--- src/rtl/exu_wbck.sv ---
// exu_wbck: arbitrates ALU and LSU result beats into one registered regfile write port,
// with a one-entry LSU skid buffer and an ALU starvation guard.
module exu_wbck #(
  parameter int XLEN       = 32,
  parameter int RFIDX_W    = 5,
  parameter int STARVE_MAX = 4
) (
  input  logic               clk,
  input  logic               rst,
  input  logic               alu_wbck_i_valid,
  output logic               alu_wbck_i_ready,
  input  logic [XLEN-1:0]    alu_wbck_i_wdat,
  input  logic [RFIDX_W-1:0] alu_wbck_i_rdidx,
  input  logic               lsu_wbck_i_valid,
  output logic               lsu_wbck_i_ready,
  input  logic [XLEN-1:0]    lsu_wbck_i_wdat,
  input  logic [RFIDX_W-1:0] lsu_wbck_i_rdidx,
  input  logic               lsu_wbck_i_err,
  output logic               rf_wbck_o_ena,
  output logic [RFIDX_W-1:0] rf_wbck_o_rdidx,
  output logic [XLEN-1:0]    rf_wbck_o_wdat,
  output logic               wbck_err_o
);
  localparam logic [3:0] W_MAX = 4'(STARVE_MAX);
  logic               r_skid_full;
  logic               r_skid_err;
  logic [XLEN-1:0]    r_skid_wdat;
  logic [RFIDX_W-1:0] r_skid_rdidx;
  logic [3:0]         r_starve_cnt;
  logic               w_force_alu;
  logic               w_grant_alu;
  logic               w_grant_skid;
  logic               w_grant_lsu;
  logic               w_skid_fill;
  logic               w_vld;
  logic               w_err;
  logic [XLEN-1:0]    w_wdat;
  logic [RFIDX_W-1:0] w_rdidx;
  always_comb begin
    w_force_alu      = alu_wbck_i_valid && (r_starve_cnt == W_MAX);
    w_grant_alu      = w_force_alu || (!r_skid_full && !lsu_wbck_i_valid && alu_wbck_i_valid);
    w_grant_skid     = !w_force_alu && r_skid_full;
    w_grant_lsu      = !w_force_alu && !r_skid_full && lsu_wbck_i_valid;
    w_skid_fill      = w_force_alu && !r_skid_full && lsu_wbck_i_valid;
    w_vld            = w_grant_alu || w_grant_skid || w_grant_lsu;
    w_rdidx          = w_grant_alu ? alu_wbck_i_rdidx : r_skid_full ? r_skid_rdidx : lsu_wbck_i_rdidx;
    w_wdat           = w_grant_alu ? alu_wbck_i_wdat : r_skid_full ? r_skid_wdat : lsu_wbck_i_wdat;
    w_err            = w_grant_alu ? 1'b0 : r_skid_full ? r_skid_err : lsu_wbck_i_err;
    alu_wbck_i_ready = w_grant_alu;
    lsu_wbck_i_ready = !r_skid_full;
  end
  always_ff @(posedge clk or negedge rst) begin
    if (!rst) begin
      r_skid_full     <= 1'b0;
      r_skid_err      <= 1'b0;
      r_skid_wdat     <= '0;
      r_skid_rdidx    <= '0;
      r_starve_cnt    <= '0;
      rf_wbck_o_ena   <= 1'b0;
      rf_wbck_o_rdidx <= '0;
      rf_wbck_o_wdat  <= '0;
      wbck_err_o      <= 1'b0;
    end else begin
      if (w_skid_fill) begin
        r_skid_full  <= 1'b1;
        r_skid_err   <= lsu_wbck_i_err;
        r_skid_wdat  <= lsu_wbck_i_wdat;
        r_skid_rdidx <= lsu_wbck_i_rdidx;
      end else if (w_grant_skid) begin
        r_skid_full <= 1'b0;
      end
      r_starve_cnt  <= w_grant_alu ? 4'd0 :
                       (alu_wbck_i_valid && r_starve_cnt != W_MAX) ? r_starve_cnt + 4'd1 : r_starve_cnt;
      rf_wbck_o_ena <= w_vld && (w_rdidx != '0) && !w_err;
      wbck_err_o    <= w_vld && w_err;
      if (w_vld) begin
        rf_wbck_o_rdidx <= w_rdidx;
        rf_wbck_o_wdat  <= w_wdat;
      end
    end
  end
endmodule

--- config.mk ---
export PLATFORM = sky130hd
export DESIGN_NAME = exu_wbck
export DESIGN_NICKNAME = d
export VERILOG_FILES = /design/src/rtl/exu_wbck.sv
export SDC_FILE = /design/constraint.sdc
export NUM_CORES = 1
export LEC_CHECK = 0
export ABC_CLOCK_PERIOD_IN_PS = 2000
export BUFFER_PORTS_ARGS = -buffer_cell sky130_fd_sc_hd__buf_2
export CELL_PAD_IN_SITES_DETAIL_PLACEMENT = 0
export CELL_PAD_IN_SITES_GLOBAL_PLACEMENT = 1
export CORE_ASPECT_RATIO = 1.75
export CORE_MARGIN = 3
export CORE_UTILIZATION = 42
export CTS_BUF_LIST = sky130_fd_sc_hd__clkbuf_4 sky130_fd_sc_hd__clkbuf_8
export DETAILED_ROUTE_END_ITERATION = 10
export PLACE_DENSITY = 0.82
export RECOVER_POWER = 50
export SETUP_SLACK_MARGIN = 0.05
export SYNTH_ARGS = -nofsm -noshare
export SYNTH_HDL_FRONTEND = slang
export SYNTH_SLANG_ARGS = --single-unit
--- constraint.sdc ---
create_clock -name clk -period 2 [get_ports clk]
set_input_delay 0.2 -clock clk [delete_from_list [all_inputs] [get_ports clk]]
set_output_delay 0.2 -clock clk [all_outputs]
set_load 0.005 [all_outputs]
==> results of run 1 <==
cell usage after synthesis (all sizes together) (3+ instances only):
library cell  number
nor2               3
o221a             37
mux2              39
dfrtp             82
buf               19
clkbuf             8
nand3             37
inv                4
nor3b              3
mux2i             37
cells in the final DEF (no fill, tap or decap), drive strengths merged, types with 2 or more instances in the layout:
cell,n
and2,2
buf,122
bufinv,4
clkbuf,18
dfrtp,82
ha,2
inv,5
mux2,39
mux2i,37
nand2,2
nand3,37
nand4,2
nor2,3
nor2b,2
nor3b,3
o221a,37
o22ai,2
xor2,2
worst min path at each step:
stage	from	end	slack, ns	cells after the start
2_1_floorplan	rst	r_skid_err	-0.1	0
3_3_place_gp	rst	r_skid_wdat[19]	0.26	1
3_5_place_dp	rst	rf_wbck_o_wdat[26]	0.26	1
4_1_cts	lsu_wbck_i_wdat[8]	r_skid_wdat[8]	0.05	2
5_1_grt	lsu_wbck_i_wdat[30]	r_skid_wdat[30]	0.05	2
6_report	lsu_wbck_i_wdat[8]	r_skid_wdat[8]	0.08	2
registers in the layout (all words and copies together), names as in the netlist:
| register | count |
|---|---|
| rf_wbck_o_ena | 1 |
| rf_wbck_o_rdidx | 5 |
| r_starve_cnt | 4 |
| r_skid_full | 1 |
| r_skid_rdidx | 5 |
| wbck_err_o | 1 |
| r_skid_wdat | 32 |
| rf_wbck_o_wdat | 32 |
| r_skid_err | 1 |
metrics by stage:
stage          total power, mW  hold slack (ns)  setup slack [ns]  area (sq um)   util
6_report                  5.01           0.0753             0.134          4840  0.548
5_1_grt                   5.27           0.0536            0.0350          4840  0.548
4_1_cts                   5.07           0.0544            0.0736          4860  0.549
3_5_place_dp              3.43            0.259             0.132          4550  0.515
3_3_place_gp              3.37            0.258             0.196          4550  0.515
2_1_floorplan             3.00          -0.0956             0.230          3860      -
cell type report:
class                   count  area, sq um  share of cell area
well taps                 117          146              0.0302
repair buffers            131          688               0.142
clock inverters             6          136              0.0282
multi-input cells         182         1660               0.343
clock buffers              10          138              0.0284
flip-flops and latches     82         2050               0.424
diodes                      1         2.50            0.000517
inverters                   4         15.0             0.00310
report_power, final:
group / switching, mW / internal [mW] / total, mW
clock: 0.615 / 0.993 / 1.61
sequential: 0.255 / 2.10 / 2.35
combinational: 0.441 / 0.601 / 1.04
total: 1.31 / 3.69 / 5.01
kinds of logic after synthesis:
group,count (synthesis)
flops,82
mux,76
simple gates,59
compound gates,42
buf+inv,31
xor+xnor,2
fa+ha+maj,2
per-layer routing:
metal	part of all wire	track usage	wire length [um]	vias to the layer above
met5	0	0	0	-
met4	0.036	0.103	346	0
met3	0.045	0.0409	434	23
met2	0.54	0.345	5230	81
met1	0.38	0.217	3670	1442
li1	-	-	-	1354
repair_timing:
item	4_1_cts	5_1_grt
cloned	1	0
resized for setup	1	2
setup buffers	1	0
endpoints found under the setup margin	2	29
hold buffers	1	0
endpoints found under the hold margin	46	0
pin swaps	1	0
==> impl_metrics.toml, run 1 <==
[status]
status = "complete, no violations"

[critical_path]
reg2reg_slack_ns = 0.13
start_kind = "flop"
crit_end = "r_skid_wdat[21]"
cp_slowest_stage_delay_ns = 0.41
cp_slowest_cell = "dfrtp_1"
path_cells = "inv_1 -> ha_1 -> nand4b_4 -> nor3b_4 -> buf_4 -> mux2_2"
rr_startpoint = "r_starve_cnt[0]"
critPathArrivalTime_ns = 2.12
crit_cells = 6
path_buf_inv = 2
reg2reg_depth = 6
crit_fanout = 15
critPathRequiredTime_ns = 2.25
path_class = "reg2reg"
crit_family = "flip-flops"
startpoint = "r_starve_cnt[0]"
r2r-end = "r_skid_wdat[21]"
endpoint_kind = "flop"

[cts]
clk_pin_slew_ns = 0.09
cts_sinks = 82
cts_made_buffers = 9
cts_tree = "yes"
clk_latency_ns = 0.37
htree_levels = 3
clock-root-buffer = "clkbuf_8"
clockBufferDepth = 2

[cells_and_area]
drive_above_1_share = 0.516
fillCellCount = 809
nNetsFinal = 491
fin_cells = 533
syn_to_final_growth_pct = 25.4

[drt]
remaining_drc_errors = 0
first_pass_iters = 6
post_drt_wl_per_cell_um = 18.2
drt_iter0_markers = 106
viasPerCell = 5.44
vias = 2900
ant_nets = 0
totalWireLength_mm = 9.68

[floorplan]
initial_core_util = 0.437
die_area_sq_um = 10400
rows = 45
core_area_sq_um = 8840
chipHeight_um = 133
ios = 120
die_x_um = 78.5

[global_route]
antenna_found_initial = 1
grt_pass1_wl_mm = 15.6
grt_use_total = 0.196
overflow = 0
grt_max_degree = 49
grt_pass1_vias = 3117

[sta]
period_needed_ns = 1.87
fin_worst_skew_ns = 0.00912
report.final.slew_viol_count = 0
finalSetupViolCount = 0
setup_tns_ns = 0
slew_headroom = 0.223
rsz0062_at_grt = "yes"
tightest_slew_ns = 1.17
fmax_ghz = 0.536
period_share = 0.933
finalHoldViolCount = 0

[placed_design]
gp_congestion = 0.758
place.port_buffers = 119
placed_cells = 513
dp_hpwl_mm = 6.72

[worst_hold_path]
hold_path_class = "in2reg"

[power_and_ir_drop]
leakage_nw = 2.18
p_per_area_nw_per_um2 = 1030
vdd_drop_max_mv = 0.567

[synthesis]
synth_top_area_frac = 0.532
ys_seq_area_frac = 0.532
ys_warn_count = 0
synthCells = 294
synth.ff_latch_count = 82
synth_nets = 375
synth.mux.area_fraction = 0.210
synth_top_family_by_area = "multiplexers"
yosys.area_share.xor_xnor = 0.00454
synthAdderAreaFrac = 0.00648
synth_edf_count = 0
synth_compound_area_frac = 0.117
ys.flop_type = "dfrtp_1"
async_flop_share = 1.00
synth_largest_area_cell = "dfrtp_1"
synth-simple-area-share = 0.0891
syn_area_sq_um = 3860
ys_types = 34
syn_avg_cell_area_sq_um = 13.1
ys_top_cells_by_area = "dfrtp_1 (53%), mux2_2 (11%), mux2i_1 (9.6%)"

[flow_run]
max_cap_viol_count = 0
No activity file was read; power rests on OpenSTA's default activity.
==> inputs of run 2 (changes only) <==
- ABC_CLOCK_PERIOD_IN_PS: 2000 -> 1540
- CORE_UTILIZATION: 42 -> 38
- PLACE_DENSITY: 0.82 -> 0.78
- clock period: 2 -> 1.54 ns (I/O delays scaled with it)
==> run 2 against run 1 <==
- register-to-register slack worse by 0.31 ns
- flip-flop and latch count unchanged
- highest routed layer unchanged
- the run now ends with setup timing left
- sequential share of layout area fell by 6.6 points
==> impl_metrics.toml, run 2 (same netlist as run 1, synthesis figures left out) <==
[status]
status = "complete, but fails checks"
violations = "setup timing"

[cts]
clk_latency_ns = 0.36
cts_sinks = 82
htree_levels = 3
cts_tree = "yes"
clockBufferDepth = 2
cts_made_buffers = 9
clk_pin_slew_ns = 0.10
clock-root-buffer = "clkbuf_8"

[floorplan]
rows = 48
core_area_sq_um = 9910
die_area_sq_um = 11500
chipHeight_um = 139
die_x_um = 82.2
ios = 120
initial_core_util = 0.390

[sta]
setup_tns_ns = -11.93
finalSetupViolCount = 77
fin_worst_skew_ns = 0.0137
rsz0062_at_grt = "yes"
fmax_ghz = 0.581
tightest_slew_ns = 0.609
report.final.slew_viol_count = 0
period_share = 1.12
finalHoldViolCount = 0
fin_ws_ns = -0.181
slew_headroom = 0.594
period_needed_ns = 1.72

[cells_and_area]
layout_common_cells = "buf_2 (118), dfrtp_1 (81), mux2_4 (38)"
regArea_sq_um = 2050
nNetsFinal = 519
final_common_cell = "buf_2"
drive_above_1_share = 0.576
multi_input_area_sq_um = 2080
fin_area_sq_um = 5730
top_regs = "r_skid_wdat (32), rf_wbck_o_wdat (32)"
syn_to_final_growth_pct = 48.5
fillCellCount = 841

[power_and_ir_drop]
comb_power_share = 0.303
vdd_drop_max_mv = 0.783
p_per_area_nw_per_um2 = 1220
leakage_nw = 2.58
switching_share = 0.279
switching_power_mw = 1.95
p_int_mw = 5.04
p_total_mw = 6.99
clkPwrFrac = 0.253
seqPwrFrac = 0.444

[critical_path]
cp_slowest_cell = "dfrtp_1"
crit_fanout = 8
path_cells = "inv_2 -> ha_4 -> nand4b_4 -> nor3b_4 -> buf_6 -> buf_12 -> mux2_4"
path_class = "reg2reg"
start_kind = "flop"
crit_family = "buffers and inverters"
crit_cells = 7
reg2reg_depth = 7
critPathRequiredTime_ns = 1.78
critPathArrivalTime_ns = 1.96
path_buf_inv = 3
endpoint_kind = "flop"
cp_slowest_stage_delay_ns = 0.40

[drt]
remaining_drc_errors = 0
viasPerCell = 5.49
ant_nets = 0
vias = 3131
totalWireLength_mm = 11.7
first_pass_iters = 4
post_drt_wl_per_cell_um = 20.4
drt_iter0_markers = 93

[global_route]
grt_pass1_wl_mm = 18.1
grt_pass1_vias = 3368
overflow = 0
grt_use_total = 0.208
antenna_found_initial = 2
grt_max_degree = 37

[placed_design]
dp_hpwl_mm = 7.39
dpl-instance-area_sq_um = 4810
gp_congestion = 0.729
dp_slack_ns = -0.262
place.port_buffers = 119

[worst_hold_path]
min_path_cells = 2
hold_path_class = "in2reg"

[flow_run]
max_cap_viol_count = 0
-- run 2: final cells by class --
cell class	count	share of cell area
flip-flops and latches	82	0.358
clock buffers	10	0.0240
well taps	125	0.0273
diodes	2	0.000873
clock inverters	6	0.0157
inverters	4	0.00306
repair buffers	160	0.208
multi-input cells	181	0.362
-- run 2: worst reg2reg max path: stages, from the launching register on --
cell	delay, ns
dfrtp_1	0.40
inv_2	0.09
ha_4	0.14
nand4b_4	0.12
nor3b_4	0.22
buf_6	0.19
buf_12	0.15
mux2_4	0.31
-- run 2: metal layers --
metal | global-route usage | wire (um) | up-vias
met3 | 0.0272 | 336 | 20
li1 | - | - | 1423
met4 | 0.0806 | 268 | 0
met2 | 0.368 | 6640 | 77
met5 | 0 | 0 | -
met1 | 0.246 | 4410 | 1611
-- run 2: metrics by stage --
step / hold WS, ns / utilization / std cells
floorplan: -0.142 / - / 294
global placement: 0.0668 / 0.485 / 535
finish: 0.0369 / 0.578 / 570
global route: 0.0304 / 0.578 / 570
detailed placement: 0.0744 / 0.485 / 535
CTS: 0.0163 / 0.566 / 565
-- run 2: power groups by stage --
stage	clock (mW)	sequential, mW	combinational [mW]
after global placement	0	3.06	1.57
after global routing	1.90	3.17	2.27
final	1.77	3.10	2.12
after floorplan	0	3.04	0.999
after CTS	1.81	3.08	2.03
after detailed placement	0	3.09	1.62
-- run 2: worst paths after layout --
| path | from | slack [ns] | endpoint |
|---|---|---|---|
| min in group asynchronous | rst | 0.33 | rf_wbck_o_wdat[24] |
| max in group asynchronous | rst | 0.19 | r_skid_full |
| worst max-delay path | r_starve_cnt[0] | -0.18 | r_skid_rdidx[0] |
| worst max register to register | r_starve_cnt[0] | -0.18 | r_skid_rdidx[0] |
| worst min-delay path | lsu_wbck_i_wdat[19] | 0.04 | r_skid_wdat[19] |
| worst min register to register | r_skid_wdat[17] | 0.51 | r_skid_wdat[17] |
-- run 2: repair_timing --
action / 4_1_cts / 5_1_grt
buffers inserted: 7 / 3
resized for setup: 66 / 19
hold buffers: 1 / 0
endpoints found under the hold margin: 21 / 0
pin swaps: 4 / 1
gates cloned: 6 / 1
setup endpoints to repair: 80 / 79
==> inputs of run 3 (changes only) <==
- CELL_PAD_IN_SITES_DETAIL_PLACEMENT: 0 -> 1
- CELL_PAD_IN_SITES_GLOBAL_PLACEMENT: 1 -> 2
- CORE_UTILIZATION: 38 -> 31
- CTS_BUF_LIST: sky130_fd_sc_hd__clkbuf_4 sky130_fd_sc_hd__clkbuf_8 -> sky130_fd_sc_hd__clkbuf_8
- PLACE_DENSITY: 0.78 -> 0.77
- RECOVER_POWER: 50 -> 100
==> run 3 against run 2 <==
- via count down 0.67%
- the flow still finishes with violations (setup timing)
- clock power decreased by 14%
- clock skew fell by 0.0049 ns
- setup slack better by 0.0090 ns
- register-to-register slack barely moved
- largest power group unchanged
- total power is 4.6% lower
- sequential power about the same
- critical endpoint is now rf_wbck_o_rdidx[0]
- wire length grew 9.8%
- clock-buffer cell count up 3
- critical path type unchanged
- maximum frequency increased by 0.53%
- final cell count up 7.9%
==> impl_metrics.toml, run 3 (same netlist as run 1, synthesis figures left out) <==
[status]
status = "complete, but fails checks"
violations = "setup timing"

[floorplan]
ios = 120
core_area_sq_um = 12100
rows = 53
die_x_um = 90.4
initial_core_util = 0.320
die_area_sq_um = 13900
chipHeight_um = 154

[cells_and_area]
top_regs = "r_skid_wdat (32), rf_wbck_o_wdat (32)"
fin_area_sq_um = 5630
multi_input_area_sq_um = 1950
nNetsFinal = 524
drive_above_1_share = 0.537
fillCellCount = 1328
regArea_sq_um = 2050
syn_to_final_growth_pct = 45.8
layout_common_cells = "buf_2 (97), dfrtp_1 (81), mux2i_1 (37)"
final_common_cell = "buf_2"

[global_route]
grt_use_total = 0.183
grt_max_degree = 32
antenna_found_initial = 3
overflow = 0
grt_pass1_wl_mm = 19.7
grt_pass1_vias = 3583

[sta]
slew_headroom = 0.625
fin_ws_ns = -0.172
tightest_slew_ns = 0.562
fmax_ghz = 0.584
hold_ws_ns = 0.0384
period_needed_ns = 1.71
period_share = 1.11
report.final.slew_viol_count = 0
finalHoldViolCount = 0
fin_worst_skew_ns = 0.00886
finalSetupViolCount = 77
rsz0062_at_grt = "yes"

[cts]
htree_levels = 3
cts_sinks = 82
clockBufferDepth = 2
clk_pin_slew_ns = 0.08
cts_tree = "yes"
clock-root-buffer = "clkbuf_8"
clk_latency_ns = 0.36
cts_made_buffers = 9

[placed_design]
gp_congestion = 0.740
place.port_buffers = 119
dpl-instance-area_sq_um = 4890
dp_hpwl_mm = 8.48

[critical_path]
endpoint_kind = "flop"
path_class = "reg2reg"
crit_fanout = 8
critPathArrivalTime_ns = 1.95
start_kind = "flop"
critPathRequiredTime_ns = 1.77

[drt]
totalWireLength_mm = 12.8
ant_nets = 0
first_pass_iters = 4
viasPerCell = 5.06
remaining_drc_errors = 0
vias = 3110
drt_iter0_markers = 119
post_drt_wl_per_cell_um = 20.8

[worst_hold_path]
hold_path_class = "in2reg"

[flow_run]
max_cap_viol_count = 0

[power_and_ir_drop]
leakage_nw = 2.50
vdd_drop_max_mv = 0.412
p_per_area_nw_per_um2 = 1190
-- run 3: changes by cell type in the layout (fill, tap and decap cells not counted), moves of 3 or more --
cell       before  now
buf_2         118   97
clkbuf_1        0   20
o221a_2         0   14
o221a_4        29   15
mux2_2          1    6
mux2_4         38   33
buf_12         11    7
buf_4          14   18
clkbuf_16       1    4
clkbuf_8       10   13
-- run 3: critical path, cell delays in order, from the launching register on --
cell	delay, ns
dfrtp_1	0.39
inv_2	0.09
ha_4	0.14
nand4b_4	0.12
buf_6	0.14
and2_4	0.15
buf_8	0.15
buf_12	0.15
o221a_1	0.25
-- run 3: report_power, final --
| group | switching, mW | internal [mW] | leakage [nW] |
|---|---|---|---|
| Clock | 0.768 | 0.749 | 0.101 |
| Sequential | 0.379 | 2.73 | 1.00 |
| Combinational | 0.764 | 1.28 | 1.40 |
| Total | 1.91 | 4.76 | 2.50 |
-- run 3: what timing repair did --
action	4_1_cts	5_1_grt
pin swaps	5	1
setup buffers	8	3
hold endpoints to repair	46	0
hold buffers	1	0
endpoints found under the setup margin	82	81
gates cloned	4	5
gates resized for setup	38	20
-- run 3: worst paths after layout --
| path | slack, ns | endpoint | cells after the start | start |
|---|---|---|---|---|
| worst max-delay path | -0.17 | rf_wbck_o_rdidx[0] | 8 | r_starve_cnt[0] |
| worst min-delay path | 0.04 | r_skid_wdat[19] | 2 | lsu_wbck_i_wdat[19] |
| worst max register to register | -0.17 | rf_wbck_o_rdidx[0] | 8 | r_starve_cnt[0] |
| worst min register to register | 0.52 | r_skid_wdat[15] | 1 | r_skid_wdat[15] |
| max in group asynchronous | 0.30 | rf_wbck_o_wdat[13] | 3 | rst |
| min in group asynchronous | 0.32 | r_skid_wdat[26] | 2 | rst |
-- run 3: layer usage --
metal	routed length, um	global-route usage
met4	341	0.0928
met3	363	0.0250
met2	7310	0.346
met5	0	0
met1	4780	0.197
-- run 3: layout make-up --
cell class,instances,area share
multi-input combinational,181,0.347
sequential,82,0.365
timing repair buffer,165,0.214
antenna,3,0.00133
clock buffer,13,0.0318
tap,165,0.0367
clock inverter,2,0.00178
inverter,4,0.00311
-- run 3: per-stage QoR --
step	total power, mW	utilization	TNS, ns	cells	worst slack (ns)
2_1_floorplan	4.04	-	-6.03	294	-0.195
3_3_place_gp	4.66	0.405	-10.95	577	-0.227
3_5_place_dp	4.79	0.405	-15.70	577	-0.306
4_1_cts	6.58	0.450	-9.42	604	-0.170
5_1_grt	7.04	0.466	-14.59	615	-0.231
6_report	6.67	0.466	-10.28	615	-0.172
